[config.mk]
export PLATFORM = sky130hd
export DESIGN_NAME = uart_rx_frame_ctrl
export DESIGN_NICKNAME = d
export VERILOG_FILES = /design/src/rtl/uart_rx_frame_ctrl.sv
export SDC_FILE = /design/constraint.sdc
export NUM_CORES = 1
export LEC_CHECK = 0
export CAP_MARGIN = 20
export CORE_MARGIN = 2
export CORE_UTILIZATION = 30
export CTS_BUF_LIST = sky130_fd_sc_hd__clkbuf_4
export CTS_CLUSTER_DIAMETER = 80
export DETAILED_ROUTE_END_ITERATION = 8
export GPL_TIMING_DRIVEN = 0
export SKIP_CTS_REPAIR_TIMING = 1
export SYNTH_ARGS = -nofsm -noshare
export SYNTH_HDL_FRONTEND = slang
export SYNTH_SLANG_ARGS = --single-unit
[constraint.sdc]
create_clock -name SYS_CLK -period 2.15 [get_ports SYS_CLK]
set_input_delay 0.43 -clock SYS_CLK [delete_from_list [all_inputs] [get_ports SYS_CLK]]
set_output_delay 0.43 -clock SYS_CLK [all_outputs]
set_load 0.005 [all_outputs]
[src/rtl/uart_rx_frame_ctrl.sv]
// Frame-level receive controller: turns the UART byte stream into frames.
// A frame is HEADER, LEN, LEN payload bytes and a checksum (LEN + payload, mod 256).
// Payload bytes are streamed to an external buffer. Each frame ends with one
// FRAME_VALID or FRAME_ERR pulse.
module uart_rx_frame_ctrl #(
    parameter logic [7:0]  HEADER      = 8'hA5,
    parameter int unsigned MAX_LEN     = 32,
    parameter int unsigned ADDR_W      = 5,
    parameter int unsigned TIMEOUT_CYC = 4000
) (
    input  logic              SYS_CLK,
    input  logic              RST_N,
    input  logic [7:0]        RX_D,
    input  logic              RX_DONE,
    output logic              WR_EN,
    output logic [ADDR_W-1:0] WR_ADDR,
    output logic [7:0]        WR_DATA,
    output logic              FRAME_VALID,
    output logic [7:0]        FRAME_LEN,
    output logic              FRAME_ERR,
    output logic [1:0]        ERR_CODE,
    output logic              BUSY
);

    localparam logic [7:0]  MaxLen      = 8'(MAX_LEN);
    localparam logic [15:0] TimeoutLast = 16'(TIMEOUT_CYC - 1);

    typedef enum logic [1:0] {StHunt, StLen, StPayload, StCheck} state_e;

    state_e            state_q, state_d;
    logic [2:0]        sync_q;
    logic [15:0]       idle_q, idle_d;
    logic [7:0]        len_q, len_d, csum_q, csum_d, cnt_q, cnt_d;
    logic              wr_en_q, wr_en_d;
    logic [ADDR_W-1:0] wr_addr_q, wr_addr_d;
    logic [7:0]        wr_data_q, wr_data_d;
    logic              fv_q, fv_d, fe_q, fe_d;
    logic [7:0]        fl_q, fl_d;
    logic [1:0]        ec_q, ec_d;
    logic              byte_stb, timeout, len_bad;

    // sync_q[1] is the synchronized level, sync_q[2] its delayed copy for edge detection.
    assign byte_stb = sync_q[1] & ~sync_q[2];
    // The counter value TimeoutLast means this edge is the TIMEOUT_CYC-th idle cycle.
    assign timeout  = (state_q != StHunt) && (idle_q == TimeoutLast);
    assign len_bad  = (RX_D == 8'd0) || (RX_D > MaxLen);

    // RX_DONE synchronizer and edge-detect delay line
    always_ff @(posedge SYS_CLK or negedge RST_N) begin
        if (!RST_N) sync_q <= '0;
        else        sync_q <= {sync_q[1:0], RX_DONE};
    end

    // State register plus all datapath and output registers
    always_ff @(posedge SYS_CLK or negedge RST_N) begin
        if (!RST_N) begin
            state_q   <= StHunt;
            idle_q    <= '0;
            len_q     <= '0;
            csum_q    <= '0;
            cnt_q     <= '0;
            wr_en_q   <= 1'b0;
            wr_addr_q <= '0;
            wr_data_q <= '0;
            fv_q      <= 1'b0;
            fl_q      <= '0;
            fe_q      <= 1'b0;
            ec_q      <= '0;
        end else begin
            state_q   <= state_d;
            idle_q    <= idle_d;
            len_q     <= len_d;
            csum_q    <= csum_d;
            cnt_q     <= cnt_d;
            wr_en_q   <= wr_en_d;
            wr_addr_q <= wr_addr_d;
            wr_data_q <= wr_data_d;
            fv_q      <= fv_d;
            fl_q      <= fl_d;
            fe_q      <= fe_d;
            ec_q      <= ec_d;
        end
    end

    // Next-state logic; timeout wins over a coincident strobe
    always_comb begin
        state_d = state_q;
        if (timeout) begin
            state_d = StHunt;
        end else if (byte_stb) begin
            case (state_q)
                StHunt:    if (RX_D == HEADER) state_d = StLen;
                StLen:     state_d = len_bad ? StHunt : StPayload;
                StPayload: if (cnt_q == len_q - 8'd1) state_d = StCheck;
                StCheck:   state_d = StHunt;
                default:   state_d = StHunt;
            endcase
        end
    end

    // Datapath and registered-output next values
    always_comb begin
        idle_d    = (state_q == StHunt || byte_stb || timeout) ? 16'd0 : idle_q + 16'd1;
        len_d     = len_q;
        csum_d    = csum_q;
        cnt_d     = cnt_q;
        wr_en_d   = 1'b0;
        wr_addr_d = wr_addr_q;
        wr_data_d = wr_data_q;
        fv_d      = 1'b0;
        fl_d      = fl_q;
        fe_d      = 1'b0;
        ec_d      = ec_q;
        if (timeout) begin
            fe_d = 1'b1;
            ec_d = 2'd3;
        end else if (byte_stb) begin
            case (state_q)
                StLen: begin
                    if (len_bad) begin
                        fe_d = 1'b1;
                        ec_d = 2'd1;
                    end else begin
                        len_d  = RX_D;
                        csum_d = RX_D;
                        cnt_d  = 8'd0;
                    end
                end
                StPayload: begin
                    wr_en_d   = 1'b1;
                    wr_addr_d = cnt_q[ADDR_W-1:0];
                    wr_data_d = RX_D;
                    csum_d    = csum_q + RX_D;
                    cnt_d     = cnt_q + 8'd1;
                end
                StCheck: begin
                    if (RX_D == csum_q) begin
                        fv_d = 1'b1;
                        fl_d = len_q;
                    end else begin
                        fe_d = 1'b1;
                        ec_d = 2'd2;
                    end
                end
                default: ;
            endcase
        end
    end

    assign WR_EN       = wr_en_q;
    assign WR_ADDR     = wr_addr_q;
    assign WR_DATA     = wr_data_q;
    assign FRAME_VALID = fv_q;
    assign FRAME_LEN   = fl_q;
    assign FRAME_ERR   = fe_q;
    assign ERR_CODE    = ec_q;
    assign BUSY        = (state_q != StHunt);

endmodule

== Word level (Yosys, flattened, before mapping) ==
Cells that the tools add are included.
Storage, ports and cells
  output and inout bits: 27
  bits of input ports: 11
  logic and storage cells: 78
  bits in registers: 71
Operators by class
  reductions and logical operators: 16
  add/sub/neg operators: 4
  order comparisons: 1
  equality and inequality tests: 12
  multiplexer cells: 28
  bitwise logic cells: 4
Operators by type and width (number)
  $pmux W8 S2: 2
  $mux W2: 9
  $add A16 B1 Y16 const B: 1
  $eq A16 B12 Y1 const B: 1
  $eq A8 B8 Y1: 2
  $mux W16: 1
  $mux W8: 2
  $reduce_and A4 Y1: 4
  $ne A3 B3 Y1 const B: 4
  $mux W1: 11
  $add A8 B1 Y8 const B: 1
  $add A8 B8 Y8: 1
  $eq A8 B8 Y1 const B: 1
  $gt A8 B6 Y1 const B: 1
  $logic_not A8 Y1: 1
  $pmux W2 S4: 1
  $sub A8 B1 Y8 const B: 1
  $reduce_and A3 Y1: 2
  $reduce_bool A2 Y1: 3
  $eq A2 B2 Y1 const B: 2
  $pmux W2 S2: 1
  $logic_or A1 B1 Y1: 3
  $not A1 Y1: 3
  $reduce_bool A3 Y1: 1
  6 further kinds: 6

== Logic depth before layout (Yosys ltp) ==
Gate-level depths: netlist (run 1).
  depth after elaboration: 6
  depth in mapped cells: 9
  gate-level depth less buffers: 9

== Worst setup path before layout (run 1) ==
Ideal clock, no wire load.
  path type: input to register
  start point: input port RX_D[1]
  end point: register len_q[2]
  arrival: 2067 ps
  data required time: 2025 ps
  slack: -42 ps
  buffers on the path: 1
  cell stages on the path: 6
  setup time: 125 ps
  cell sequence: or3_4 -> o31a_1 -> or3_1 -> buf_6 -> nor2_8 -> mux2_2
On the way
  cells in the longest elaborated chain, start to end: 4
  elaborated cells on any way between the ends: 5
  those cells by class: order compare: 1; bitwise: 1; reduce/logical: 3
Ends and longest elaborated chain
  start: declaration: RTL line 13  | input logic [7:0] RX_D,
  $gt A8 B6 Y1 or $logic_not A8 Y1 (tied branches): RTL line 46  | assign len_bad = (RX_D == 8'd0) || (RX_D > MaxLen);
  $logic_or A1 B1 Y1 (*): RTL line 46
  $not A1 Y1 (no source line) (*)
  $reduce_and A4 Y1 (no source line) (*)
  end signal: assignment: RTL line 72  | len_q <= len_d;
  end: declaration: RTL line 33  | logic [7:0] len_q, len_d, csum_q, csum_d, cnt_q, cnt_d;
Mark *: on every way between the ends. The rest lies on a longest branch, timed or not.
A chain may end at the register's enable or synchronous reset.

== Final worst setup path (run 1) ==
  start point: input port RX_D[4]
  end point: register len_q[3]
Same word-level chain as after synthesis.

==> results by group, run 1 <==
Status
  • Status: finished, final reports clean

Layout
  • Layout area overhead: 29.62%
  • Post-route cell area: 0.004763 mm2
  • Post-layout nets: 437
  • Ant diodes: 0
  • Share of cells above drive strength 1: 22.14%
  • Layout Utilization: 39.82%
  • Filler cells: 1,151

Floorplan
  • Die Area: 0.01315 mm2
  • Initial core utilization: 30.72%
  • Site Rows: 40
  • IO Pins: 38
  • DIE WIDTH: 114.7 um
  • Die height: 114.7 um
  • Core area: 0.01196 mm2

Setup path
  • Crit path arrival time: 2450 ps
  • Crit end category: register
  • Largest fanout on the critical path: 7
  • Critical path required time: 2490 ps
  • Setup CP Type: in -> reg
  • Startpoint types: input port

Placement
  • DP HPWL: 6042 um
  • Port buffer count: 37
  • DP Area: 0.004262 mm2
  • Final Wtd Congestion: 0.8090

Timing
  • F_max: 473.9 MHz
  • Number of setup violations in the final report: 0
  • Tcrit/Tclk final: 98.15%
  • Final Hold Fails: 0
  • Clk_skew: 17.96 ps
  • Max Slew Vio Count: 0
  • Final Critical Period: 2110 ps
  • Max transition margin: 56.43%
  • Worst slew pin tran: 647.6 ps

Detailed routing
  • DRT Pass-1 Iters: 4
  • Drt wl/cell: 15.19 um
  • DRC Markers: 0
  • Vias: 2,848
  • Initial DRC Count: 157
  • Post-Route WL: 8612 um
  • Post-DRT Antenna Nets: 0
  • Vias per cell: 5.023

Clocking
  • Worst skew pair latency: 440 ps
  • Root Driver: clkbuf_4
  • TritonCTS clock tree: built
  • Clock transition at path regs: 120 ps
  • Clock Path Buffers: 2
  • CTS Buf Count: 9
  • Clk sink count: 71
  • H-tree levels: 3

Synth
  • Post-synth top area cell: dfrtp_1
  • Ys flop type: dfrtp_1
  • Yosys warning count: 0
  • Mapped Cells: 350
  • Synth unique cells: 59
  • Syn nets: 372
  • Synth top cells by count: dfrtp_1, nor2_1, mux2_2, nand2_1, o21ai_0
  • Synthesized area per cell: 10.50 um2
  • Top cell type's share of synthesized area: 48.35%
  • Most common cell in the netlist: dfrtp_1
  • Area contributors post-synth: dfrtp_1, mux2_2, xnor2_1, nor2_1, ha_1
  • Sequential share of the synthesized area: 48.35%
  • Number of synthesized flops with an enable pin: 0
  • Cell Area, Synth: 0.003675 mm2
  • Yosys reg bits: 71
  • Ys async rst share: 100.0%

Job
  • Max-cap violations: 0

GRT
  • GRT Total Usage: 13.25%
  • Initial antenna violation count: 0
  • Remaining Overflow, GRT: 0
  • Global-route wire length before repair: 13,490 um
  • Largest net degree at the start of global routing: 42
  • Number of global-route vias before repair: 2,740

Power and ir drop
  • P per Cell Area: 815.3 mW/mm2
  • VDD IR max: 0.0004961 V
  • Final Total Pwr: 0.003883 W
  • LEAKAGE: 2.060 nW

Worst hold path
  • Min-delay worst type: reg -> reg
state kept, by name, summed over array words and instances, names as in the netlist:
signal,count
ERR_CODE,2
FRAME_ERR,1
FRAME_LEN,8
FRAME_VALID,1
WR_ADDR,5
WR_DATA,8
WR_EN,1
cnt_q,8
csum_q,8
idle_q,16
len_q,8
state_q,2
sync_q,3
final timing paths:
check / from / depth (start not counted) / endpoint / slack, ps
min in group asynchronous: RST_N / 2 / csum_q[6] / 460
worst max-delay path: RX_D[4] / 6 / len_q[3] / 40
worst max register to register: idle_q[0] / 8 / len_q[3] / 50
worst min register to register: sync_q[0] / 0 / sync_q[1] / 370
worst min-delay path: sync_q[0] / 0 / sync_q[1] / 370
max in group asynchronous: RST_N / 3 / FRAME_LEN[0] / 1140
per-stage QoR:
stage	cells	hold slack [ps]	setup WS [ps]	setup TNS (ps)
CTS	551	-99.62	-319.4	-10580
detailed placement	535	345.0	-806.8	-27610
floorplan	350	134.4	-32.05	-128.2
global route	567	370.3	-22.57	-102.2
finish	567	367.1	39.81	0
global placement	534	338.1	-1889	-160060
power breakdown:
group          internal, W  switching, W  total, W
logic             0.000653      0.000525   0.00118
clock network     0.000490      0.000515   0.00100
registers          0.00154      0.000159   0.00170
total              0.00269       0.00120   0.00388
logic make-up after synthesis:
logic type | Yosys count | synth area share, %
AOI/OAI and AO/OA | 63 | 11.37
and+or+nand+nor | 130 | 18.69
muxes | 26 | 7.899
DFF | 71 | 48.35
buffers and inverters | 21 | 3.064
adders and majority gates | 11 | 3.950
xor gates and xnor gates | 28 | 6.673
critical path: stages:
cell            delay (ps)
dlymetal6s2s_1         240
or3_4                  440
o31a_1                 340
or3_4                  500
nor2_8                 190
mux2_4                 310
per-layer routing:
metal	global-route usage [%]	up-vias	share of wire, %
li1	-	1385	-
met1	16.38	1388	44
met2	22.29	60	50
met3	3.759	15	4.8
met4	4.390	0	1.8
met5	0	-	0
cell type report:
type	instances	area (um2)	share of cell area [%]
multi-input combinational	258	1928	40.48
clock inverter	6	92.59	1.944
timing repair buffer	56	583.1	12.24
clock buffer	10	75.07	1.576
sequential	71	1778	37.33
buffer	9	85.08	1.786
tap	147	183.9	3.861
inverter	10	37.54	0.7880
cell usage in the layout (no fill, tap or decap), types with 3 or more instances in the layout:
master / n
nand4_1: 4
xnor2_1: 17
dlymetal6s2s_1: 9
o31ai_1: 3
o21ai_0: 19
a21oi_1: 12
nor4_2: 3
ha_1: 6
inv_1: 10
dfrtp_1: 70
clkbuf_4: 10
nand2b_1: 6
mux2_2: 20
nand2_1: 24
buf_4: 17
nor3_1: 5
clkdlybuf4s50_1: 27
o22ai_1: 3
nor2b_1: 7
nor2_1: 36
ha_4: 4
xor2_1: 11
mux2_4: 4
nand3_1: 17
and3_1: 3
Note: power is estimated with default switching activity, not from simulation.
==> run 2, diff against run 1 <==
- HOLD_SLACK_MARGIN: not set -> 0.02
==> results of run 2 <==
The final DEF is identical to that of run 1; final timing and power are the same.
